==> src/rtl/axi_refill_master_pkg.sv <==
// Shared AXI definitions for the cache-line refill master: FSM encoding,
// AXI burst/response codes and the per-beat protocol error rule.
package axi_refill_master_pkg;

  // Refill FSM encoding
  localparam logic [1:0] StIdle = 2'd0;
  localparam logic [1:0] StAr   = 2'd1;
  localparam logic [1:0] StData = 2'd2;
  localparam logic [1:0] StResp = 2'd3;

  // AXI burst type and response codes
  localparam logic [1:0] AxiBurstIncr = 2'b01;
  localparam logic [1:0] AxiRespOkay  = 2'b00;

  // A beat is bad if the slave flagged it, or if r_last disagrees with our own beat count.
  function automatic logic beat_error(input logic [1:0] resp,
                                      input logic       last,
                                      input logic       final_beat);
    return (resp != AxiRespOkay) || (last != final_beat);
  endfunction

endpackage

==> src/rtl/axi_refill_master.sv <==
// Cache-line refill master: accepts one line request, issues a single INCR
// read burst for the aligned line, assembles the beats into one wide word
// and hands it to the consumer with a sticky error flag.
module axi_refill_master
  import axi_refill_master_pkg::*;
#(
  parameter int unsigned AXI_DATA_WIDTH = 256,
  parameter int unsigned AXI_ADDR_WIDTH = 64,
  parameter int unsigned AXI_ID_WIDTH   = 4,
  parameter int unsigned LINE_BYTES     = 128
) (
  input  logic                      clk,
  input  logic                      rst_n,
  input  logic                      req_valid,
  output logic                      req_ready,
  input  logic [AXI_ADDR_WIDTH-1:0] req_addr,
  output logic                      rsp_valid,
  input  logic                      rsp_ready,
  output logic [LINE_BYTES*8-1:0]   rsp_data,
  output logic                      rsp_err,
  output logic [AXI_ADDR_WIDTH-1:0] ar_addr,
  output logic [7:0]                ar_len,
  output logic [2:0]                ar_size,
  output logic [1:0]                ar_burst,
  output logic [AXI_ID_WIDTH-1:0]   ar_id,
  output logic                      ar_valid,
  input  logic                      ar_ready,
  input  logic [AXI_DATA_WIDTH-1:0] r_data,
  input  logic [1:0]                r_resp,
  input  logic                      r_last,
  input  logic                      r_valid,
  output logic                      r_ready
);

  localparam int unsigned BeatBytes = AXI_DATA_WIDTH / 8;
  localparam int unsigned Beats     = LINE_BYTES / BeatBytes;
  localparam int unsigned CntW      = $clog2(Beats) + 1;

  localparam logic [AXI_ADDR_WIDTH-1:0] LineMask = AXI_ADDR_WIDTH'(LINE_BYTES - 1);
  localparam logic [CntW-1:0]           LastIdx  = CntW'(Beats - 1);

  logic [1:0]                state_q, state_d;
  logic                      ar_valid_q, ar_valid_d;
  logic [AXI_ADDR_WIDTH-1:0] ar_addr_q, ar_addr_d;
  logic [CntW-1:0]           beat_cnt_q, beat_cnt_d;
  logic [LINE_BYTES*8-1:0]   rsp_data_q, rsp_data_d;
  logic                      rsp_err_q, rsp_err_d;
  logic                      final_beat;

  assign final_beat = (beat_cnt_q == LastIdx);

  // Burst shape is fixed by the parameters; only the address varies per refill.
  assign ar_len   = 8'(Beats - 1);
  assign ar_size  = 3'($clog2(BeatBytes));
  assign ar_burst = AxiBurstIncr;
  assign ar_id    = '0;
  assign ar_addr  = ar_addr_q;
  assign ar_valid = ar_valid_q;

  // req_ready is gated by rst_n so it reads low for the whole reset pulse.
  assign req_ready = rst_n && (state_q == StIdle);
  assign r_ready   = (state_q == StData);
  assign rsp_valid = (state_q == StResp);
  assign rsp_data  = rsp_data_q;
  assign rsp_err   = rsp_err_q;

  // Next-state and datapath update for the refill sequence
  always_comb begin
    state_d    = state_q;
    ar_valid_d = ar_valid_q;
    ar_addr_d  = ar_addr_q;
    beat_cnt_d = beat_cnt_q;
    rsp_data_d = rsp_data_q;
    rsp_err_d  = rsp_err_q;
    case (state_q)
      StIdle: begin
        if (req_valid) begin
          state_d    = StAr;
          ar_valid_d = 1'b1;
          ar_addr_d  = req_addr & ~LineMask;
          rsp_err_d  = 1'b0;
        end
      end
      StAr: begin
        if (ar_ready) begin
          state_d    = StData;
          ar_valid_d = 1'b0;
          beat_cnt_d = '0;
        end
      end
      StData: begin
        if (r_valid) begin
          rsp_data_d[32'(beat_cnt_q) * AXI_DATA_WIDTH +: AXI_DATA_WIDTH] = r_data;
          rsp_err_d  = rsp_err_q | beat_error(r_resp, r_last, final_beat);
          beat_cnt_d = beat_cnt_q + 1'b1;
          // The beat count alone ends the burst; a stray r_last only raises the error.
          if (final_beat) begin
            state_d = StResp;
          end
        end
      end
      StResp: begin
        if (rsp_ready) begin
          state_d = StIdle;
        end
      end
      default: begin
        state_d = StIdle;
      end
    endcase
  end

  // State registers with asynchronous reset; a reset abandons any refill in flight
  always_ff @(posedge clk or negedge rst_n) begin
    if (!rst_n) begin
      state_q    <= StIdle;
      ar_valid_q <= 1'b0;
      ar_addr_q  <= '0;
      beat_cnt_q <= '0;
      rsp_data_q <= '0;
      rsp_err_q  <= 1'b0;
    end else begin
      state_q    <= state_d;
      ar_valid_q <= ar_valid_d;
      ar_addr_q  <= ar_addr_d;
      beat_cnt_q <= beat_cnt_d;
      rsp_data_q <= rsp_data_d;
      rsp_err_q  <= rsp_err_d;
    end
  end

endmodule

==> config.mk <==
export PLATFORM = sky130hd
export DESIGN_NAME = axi_refill_master
export DESIGN_NICKNAME = d
export VERILOG_FILES = /design/src/rtl/axi_refill_master_pkg.sv /design/src/rtl/axi_refill_master.sv
export SDC_FILE = /design/constraint.sdc
export NUM_CORES = 1
export LEC_CHECK = 0
export BUFFER_PORTS_ARGS = -buffer_cell sky130_fd_sc_hd__buf_4
export CORE_AREA = 3 3 567 569
export DETAILED_ROUTE_END_ITERATION = 7
export DIE_AREA = 0 0 570 572
export GPL_TIMING_DRIVEN = 1
export PLACE_DENSITY_LB_ADDON = 0.25
export SYNTH_ARGS = -nofsm -noshare
export SYNTH_HDL_FRONTEND = slang
export SYNTH_SLANG_ARGS = --single-unit
==> constraint.sdc <==
create_clock -name clk -period 4.3 [get_ports clk]
set_clock_uncertainty 0.1 [all_clocks]
set_input_delay 0.215 -clock clk [delete_from_list [all_inputs] [get_ports clk]]
set_output_delay 0.215 -clock clk [all_outputs]
set_load 0.03 [all_outputs]
Word level (Yosys, flattened, before mapping)
Cells that the tools add are included.
{"block": "word_totals", "regBits": 1088, "input_bits": 329, "output_inout_bits": 1110, "wordCells": 50}
{"block": "op_classes", "addsub": 2, "n_eq_ne": 10, "n_shift": 2, "mux": 16, "bitwise_logic": 1, "reduce_logical": 13}
{"operator": "1024-bit bitwise mux", "count": 1}
{"operator": "256-bit by 34-bit variable shift with 1024-bit output (first input constant)", "count": 1}
{"operator": "256-bit by 34-bit indexed part select with 1024-bit output", "count": 1}
{"operator": "11-bit negator with 34-bit output", "count": 1}
{"operator": "2-bit two-way mux", "count": 5}
{"operator": "3-bit AND reduction", "count": 3}
{"operator": "2-bit case mux with 4 select lines", "count": 1}
{"operator": "2-bit nonzero test", "count": 4}
{"operator": "3-bit two-way mux", "count": 2}
{"operator": "2-bit inequality test (second input constant)", "count": 3}
{"operator": "3-bit case mux with 2 select lines", "count": 1}
{"operator": "5-bit AND reduction", "count": 1}
{"operator": "2-bit == test (second input constant)", "count": 2}
{"operator": "1-bit two-way mux", "count": 4}
{"operator": "2-bit by 1-bit inequality test with 1-bit output (second input constant)", "count": 2}
{"operator": "1-bit case mux with 2 select lines", "count": 2}
{"operator": "2-bit AND reduction", "count": 2}
{"operator": "3-bit by 1-bit adder with 3-bit output (second input constant)", "count": 1}
{"operator": "3-bit by 2-bit == test with 1-bit output (second input constant)", "count": 1}
{"operator": "2-bit by 1-bit == test with 1-bit output (second input constant)", "count": 1}
{"operator": "2-bit zero test", "count": 1}
{"operator": "1-bit logical AND", "count": 1}
{"operator": "1-bit logical OR", "count": 1}
{"operator": "1-bit inequality test", "count": 1}
{"operator": "1-bit OR", "count": 1}

Depth between registers and ports, before layout
Gate-level depths: netlist (run 1).
{"block": "logic_depth", "depth_word": 6, "mapped_depth": 10, "mapped_depth_nobuf": 6}

Worst setup path before layout (run 1)
No wires, ideal clock.
{"block": "synth_path", "path_type": "reg2reg", "start": "reg beat_cnt_q[0]", "end": "reg rsp_data_q[508], in the netlist rsp_data[508]", "setup_time_ns": 0.083, "arrival_time_ns": 2.224, "required_time_ns": 4.117, "path_slack_ns": 1.893, "path_stages_with_launch": 11, "n_path_buf": 4, "synth_period_minus_slack_ns": 2.407, "cell_sequence": "dfrtp_1 inv_1 ha_1 ha_1 nand4_1 buf_2 buf_2 buf_2 clkbuf_1 nand2_1 o21ai_0"}
{"block": "synth_via", "elab_chain_len": 3, "word_cells_on_any_way": 4, "classes_between": "1 x add/sub; 2 x shift; 1 x mux"}
{"item": "from (decl)", "line": "axi_refill_master.sv:45", "rtl": "logic [CntW-1:0] beat_cnt_q, beat_cnt_d;"}
{"item": "from (signal assigned)", "line": "axi_refill_master.sv:126", "rtl": "beat_cnt_q <= beat_cnt_d;"}
{"item": "11-bit negator with 34-bit output *", "line": "axi_refill_master.sv:93", "rtl": "rsp_data_d[32'(beat_cnt_q) * AXI_DATA_WIDTH +: AXI_DATA_WIDTH] = r_data;"}
{"item": "256-bit by 34-bit indexed part select with 1024-bit output or 256-bit by 34-bit variable shift with 1024-bit output (tied branches)", "line": "axi_refill_master.sv:93"}
{"item": "1024-bit bitwise mux *", "line": "axi_refill_master.sv:93"}
{"item": "to (signal assigned)", "line": "axi_refill_master.sv:127", "rtl": "rsp_data_q <= rsp_data_d;"}
{"item": "to (decl)", "line": "axi_refill_master.sv:46", "rtl": "logic [LINE_BYTES*8-1:0] rsp_data_q, rsp_data_d;"}
Every way passes the cells marked *; elsewhere a longest branch is shown, timed or not.
A chain may end at the register's enable or synchronous reset.

Worst setup path in the final report (run 1)
{"block": "layout_path", "start": "reg beat_cnt_q[0]", "end": "reg rsp_data_q[604], in the netlist rsp_data[604]"}
The elaborated chain is that of the path after synthesis.

==> impl_metrics.json, run 1 <==
{
  "worst_slew_margin_rel_pct": 42.5,
  "grt_usage_pct": 13.7,
  "root_buffer": "clkbuf_16",
  "dieHeight_microns": 572,
  "synthToLayoutAreaGrowth_pct": 57.9,
  "wire_per_inst_microns": 24.4,
  "fillers": 34583,
  "h-tree-depth": 4,
  "design.portCount": 1439,
  "core_region_area_sq_mm": 0.317,
  "count_of_final_max_slew_check_failures": 0,
  "floorplan.die_area_sq_mm": 0.326,
  "hold-path-cell-count": 3,
  "internal_power_uw": 24300,
  "fmax_mhz": 299,
  "finalCritPeriodShare_pct": 77.7,
  "max-cap-violations": 0,
  "grt_pass1_vias": 35327,
  "wl_mm": 233,
  "placementRows": 207,
  "grt_setup_unrepaired": "false",
  "cp_data_required_time_ns": 4.90,
  "switching_power_uw": 14500,
  "die_x_microns": 570,
  "initial_core_util_pct": 13.0,
  "critical_path.startpoint_type": "flop",
  "sw_frac_of_total_pct": 37.3,
  "cts.sink_count": 1088,
  "hold_violations": 0,
  "cts_buffer_count": 143,
  "firstDrtPassIters": 5,
  "p_clk_share_pct": 31.3,
  "path_max_fanout": 50,
  "synth_warnings": 0,
  "synth.lib_cells_used.distinct": 28,
  "clock_tree.buffer_depth": 4,
  "drt_iter0_drc": 1996,
  "route.vias.total": 34291,
  "post_synthesis_cell_area_sq_mm": 0.0411,
  "global_route_congestion_overflow_total": 0,
  "total_power_uw": 38800,
  "finalSetupViolCount": 0,
  "mean_instance_size_in_the_synthesized_netlist_sq_um": 11.6,
  "holdCritPathClass": "in2reg",
  "power_density_mw_per_mm2": 598,
  "dpl.hpwl_mm": 176,
  "multi_input_comb_area_sq_mm": 0.0127,
  "grt_antenna_before_repair": 29,
  "layout_commonest_cell": "buf_4",
  "clkLatencyLatePin_ns": 0.77,
  "critical_path_class": "reg2reg",
  "power_leakage_uw": 0.0302,
  "worstRegToRegCells": 8,
  "postRouteAntennaNets": 0,
  "seqPwrFrac_pct": 34.5,
  "synthCells": 3538,
  "cts_tree": "built",
  "routabilityCongestion": 0.809,
  "critical_path.endpoint_type": "flop",
  "most-common-layout-cells": "buf_4 (1458), dfrtp_1 (1088), nand2_1 (1027)",
  "register_area_sq_mm": 0.0272,
  "run_status": "finished clean",
  "num-nets-final": 5585,
  "timing_worst_slew_pin_value_ns": 0.863,
  "finalSetupTns_ns": 0,
  "place.port_buffers": 1407,
  "grt_max_degree": 152,
  "irDropWorstVdd_mv": 0.339,
  "synth_seq_cells": 1088,
  "avgViaCountPerCell": 3.59,
  "critPathArrivalTime_ns": 3.94,
  "clkSlewWorstSetupHoldPaths_ns": 0.06,
  "drive_above_1_share_pct": 38.0,
  "power.share.combinational_pct": 34.2,
  "detail_route.drc_violations": 0,
  "first_pass_grt_wire_length_mm": 312,
  "timing.final.crit_period_ns": 3.34,
  "seq_area_frac_synth_pct": 66.2
}
worst max-delay path, cell delays in order (launching register included):
cell	delay, ns
dfrtp_1	0.58
inv_1	0.12
ha_1	0.23
ha_1	0.35
nand4_1	0.34
nor4b_4	0.50
buf_12	0.34
buf_12	0.32
a22o_1	0.19
layer usage:
layer / global-route usage, % / share of wire, % / up-vias
li1: - / - / 15419
met4: 3.02 / 2.3 / 0
met2: 21.8 / 45 / 1294
met5: 0 / 0 / -
met1: 17.7 / 43 / 17354
met3: 4.81 / 9.1 / 224
final cells by class:
cell class,instances,area share (%)
multi-input combinational,2181,19.6
clock inverter,39,0.735
tap,4180,8.06
timing repair buffer,1825,23.1
inverter,5,0.0289
antenna,17,0.0655
sequential,1088,42.0
clock buffer,211,6.51
registers in the layout, indices dropped and copies added, names as in the netlist:
signal and count:
rsp_data 1024, ar_addr 57, beat_cnt_q 3, state_q 2, ar_valid 1, rsp_err 1
metrics by stage:
step | cells | hold WS [ns] | setup slack [ns] | area [sq um] | util [%]
after global placement | 8947 | 0.230 | 1.05 | 56800 | 17.9
after CTS | 9529 | 0.0000895 | 0.971 | 64900 | 20.4
after floorplan | 3560 | -0.181 | 1.89 | 41200 | -
final | 9546 | 0.123 | 0.958 | 64900 | 20.5
after detailed placement | 8947 | 0.224 | 1.02 | 56800 | 17.9
after global routing | 9536 | 0.0386 | 0.798 | 64900 | 20.4
kinds of logic (layout without fill, tap and decap cells):
group                      count (synthesis)  count (layout)  synth area share (%)
AOI/OAI and AO/OA                        781             781                  11.9
xor gates and xnor gates                   1               1                0.0213
adders and majority gates                 12              12                 0.365
buffers and inverters                    291            2080                  3.14
DFF                                     1088            1088                  66.2
muxes                                    314             314                  8.60
other                                      2              41                0.0183
and+or+nand+nor                         1049            1049                  9.71
power by group through the flow:
stage	clock [uW]	combinational, uW	sequential (uW)
2_1_floorplan	0	3120	17400
3_5_place_dp	0	13200	13500
4_1_cts	12700	13500	13400
3_3_place_gp	0	13200	13500
5_1_grt	13100	14000	13600
6_report	12100	13300	13400
Yosys cell counts:
cell / n / area [sq um]
a22o_1: 259 / 2270
nand4_1: 4 / 25.0
clkbuf_1: 168 / 631
mux2_2: 314 / 3540
dfrtp_1: 1088 / 27200
nand2b_1: 4 / 25.0
a21oi_1: 1 / 5.00
nor4b_1: 1 / 8.76
inv_1: 5 / 18.8
nor3_1: 2 / 10.0
o21bai_1: 1 / 7.51
nor2_1: 2 / 7.51
o2bb2ai_1: 1 / 8.76
nand3_1: 1 / 5.00
o22ai_1: 2 / 12.5
a2111oi_0: 1 / 8.76
o21ai_0: 515 / 2580
xor2_1: 1 / 8.76
buf_1: 6 / 22.5
buf_2: 88 / 440
a2bb2oi_1: 1 / 8.76
nor2b_1: 4 / 25.0
ha_1: 12 / 150
nand2_1: 1028 / 3860
and2_1: 2 / 12.5
nor4b_2: 1 / 15.0
buf_4: 24 / 180
conb_1: 2 / 7.51
worst paths after layout:
path | slack (ns) | to | startpoint
max | 0.96 | rsp_data[604] | beat_cnt_q[0]
min in group asynchronous | 0.23 | rsp_data[213] | rst_n
max reg2reg | 0.96 | rsp_data[604] | beat_cnt_q[0]
min | 0.12 | ar_addr[28] | req_addr[28]
max in group asynchronous | 2.99 | rsp_data[528] | rst_n
min reg2reg | 0.38 | rsp_data[265] | rsp_data[265]
repair_timing:
item | in CTS | in global routing
setup endpoints to repair | 0 | 0
hold buffers | 332 | 0
gates resized for setup | 0 | 0
hold endpoints to repair | 1330 | 0
setup buffers | 0 | 0
Note: power is estimated with default switching activity, not from simulation.
==> run 2: changes to the inputs <==
clock period = 3 ns   (was 4.3 ns; I/O delays follow)
==> run 2 against run 1 <==
- clock power grew 45%
- routed wire length grew 2.3%
- power grew 45%
- register-to-register slack lost 0.79 ns
- largest cell class unchanged
- worst setup slack lost 0.79 ns
- global-route usage grew 0.30 points
- sequential cell count is the same
- sequential power grew 44%
- maximum frequency grew 18%
- critical path depth is the same
- via count grew 2.3%
==> impl_metrics.json, run 2 (synthesis gave the netlist of run 1 again) <==
{
  "placed_cells": 9013,
  "clkLatencyLatePin_ns": 0.79,
  "die_x_microns": 570,
  "first_pass_grt_wire_length_mm": 319,
  "cts_tree": "built",
  "grt_antenna_before_repair": 30,
  "critical_path.startpoint_type": "flop",
  "drt_iter0_drc": 2115,
  "finalSetupViolCount": 0,
  "grt_max_degree": 117,
  "wl_met3_mm": 25.9,
  "count_of_final_max_slew_check_failures": 0,
  "worst_slew_margin_rel_pct": 42.4,
  "cp_cell_sequence": "buf_4, ha_1, ha_1, xor2_1, nor3_1, dlygate4sd3_1, o21ai_0, dlygate4sd3_1",
  "drive_above_1_share_pct": 37.6,
  "holdCritPathClass": "in2reg",
  "irDropWorstVdd_mv": 0.419,
  "place.port_buffers": 1407,
  "routabilityCongestion": 0.817,
  "worst_r2r_setup_slack_ns": 0.16,
  "most-common-layout-cells": "buf_4 (1499), dfrtp_1 (1088), nand2_1 (1027)",
  "grt_pass1_vias": 36335,
  "initial_core_util_pct": 13.0,
  "power_leakage_uw": 0.0311,
  "critical_path.endpoint_type": "flop",
  "dieHeight_microns": 572,
  "path_max_fanout": 10,
  "cp_slowest_cell": "dlygate4sd3_1",
  "cts_buffer_count": 142,
  "drt-met1-wl_mm": 99.0,
  "grt_setup_unrepaired": "false",
  "postRouteAntennaNets": 0,
  "wl_mm": 238,
  "cp_slowest_stage_delay_ns": 0.59,
  "finalSetupTns_ns": 0,
  "clock_tree.buffer_depth": 4,
  "floorplan.die_area_sq_mm": 0.326,
  "num-nets-final": 5786,
  "global_route_congestion_overflow_total": 0,
  "cts.repair_timing.setup_buffer_count": 0,
  "design.portCount": 1439,
  "finalNonFillerCells": 9751,
  "dpl.hpwl_mm": 181,
  "run_status": "finished clean",
  "fraction_of_the_core_area_covered_by_cells_at_the_end_of_the_flow_pct": 21.1,
  "finalCritPeriodShare_pct": 94.6,
  "avgViaCountPerCell": 3.60,
  "fmax_mhz": 352,
  "fillers": 34486,
  "layout_commonest_cell": "buf_4",
  "wl_met2_mm": 108,
  "core_region_area_sq_mm": 0.317,
  "h-tree-depth": 4,
  "total_power_uw": 56300,
  "wire_per_inst_microns": 24.4,
  "root_buffer": "clkbuf_16",
  "grt_usage_pct": 14.0,
  "power_density_mw_per_mm2": 840,
  "maxUsedRoutingLayer": "met5",
  "cts.sink_count": 1088,
  "placementRows": 207,
  "firstDrtPassIters": 5,
  "critical_path_class": "reg2reg",
  "max-cap-violations": 0,
  "timing.final.crit_period_ns": 2.84,
  "clkSlewWorstSetupHoldPaths_ns": 0.08,
  "synthToLayoutAreaGrowth_pct": 63.1,
  "largest_register_ff_count": 1024,
  "route.vias.total": 35093,
  "detail_route.drc_violations": 0,
  "timing_worst_slew_pin_value_ns": 0.864,
  "hold_violations": 0,
  "cp_data_required_time_ns": 3.56,
  "critPathArrivalTime_ns": 3.40
}
[run 2: changes by cell type in the layout (fill, tap and decap cells not counted), moves of 5 or more]
| cell | delta |
|---|---|
| buf_12 | +25 |
| buf_4 | +41 |
| clkbuf_1 | +10 |
| clkbuf_8 | -5 |
| dlygate4sd3_1 | +137 |
[run 2: worst paths after layout]
path | start | end | depth (start not counted)
setup / recovery | beat_cnt_q[0] | rsp_err | 8
min in group asynchronous | rst_n | rsp_data[638] | 3
setup reg to reg | beat_cnt_q[0] | rsp_err | 8
hold reg to reg | rsp_data[492] | rsp_data[492] | 2
max in group asynchronous | rst_n | ar_addr[63] | 4
hold / removal | req_addr[41] | ar_addr[41] | 3
[run 2: through the flow]
step	hold WS [ns]	cell area (sq um)	worst slack, ns
after global routing	0.0168	67000	0.0678
after floorplan	-0.246	41200	0.593
after detailed placement	0.286	57600	0.304
after global placement	0.283	57600	0.298
after CTS	0.000100	67000	0.155
final	0.0930	67000	0.163
[run 2: report_power, final]
group | switching, uW | leakage, uW | internal, uW
Sequential | 1710 | 0.0146 | 17600
Combinational | 12200 | 0.0142 | 7300
Clock | 7250 | 0.00228 | 10300
[run 2: area by class of cell]
| class | instances | area, sq um | area share (%) |
|---|---|---|---|
| clock buffer | 213 | 4120 | 6.15 |
| sequential | 1088 | 27200 | 40.6 |
| antenna | 18 | 45.0 | 0.0672 |
| inverter | 5 | 18.8 | 0.0280 |
| multi-input combinational | 2181 | 12700 | 18.9 |
| tap | 4180 | 5230 | 7.80 |
| timing repair buffer | 2027 | 17100 | 25.6 |
| clock inverter | 39 | 577 | 0.860 |
[run 2: routing by layer]
layer / up-vias / global-route usage (%)
li1: 15829 / -
met4: 2 / 3.26
met2: 1324 / 22.2
met5: - / 0
met1: 17689 / 17.3
met3: 249 / 6.13
[run 2: worst max-delay path: cells and delay by family (launching register included)]
| family | cells | cell delay, ns |
|---|---|---|
| compound gates | 1 | 0.08 |
| xor+xnor | 1 | 0.18 |
| flops | 1 | 0.39 |
| fa+ha+maj | 2 | 0.45 |
| simple gates | 1 | 0.17 |
| buf+inv | 3 | 1.34 |
[run 2: repair_timing]
| item | CTS | global route |
|---|---|---|
| hold endpoints to repair | 2089 | 0 |
| hold buffers | 468 | 0 |
| gates resized for setup | 0 | 0 |
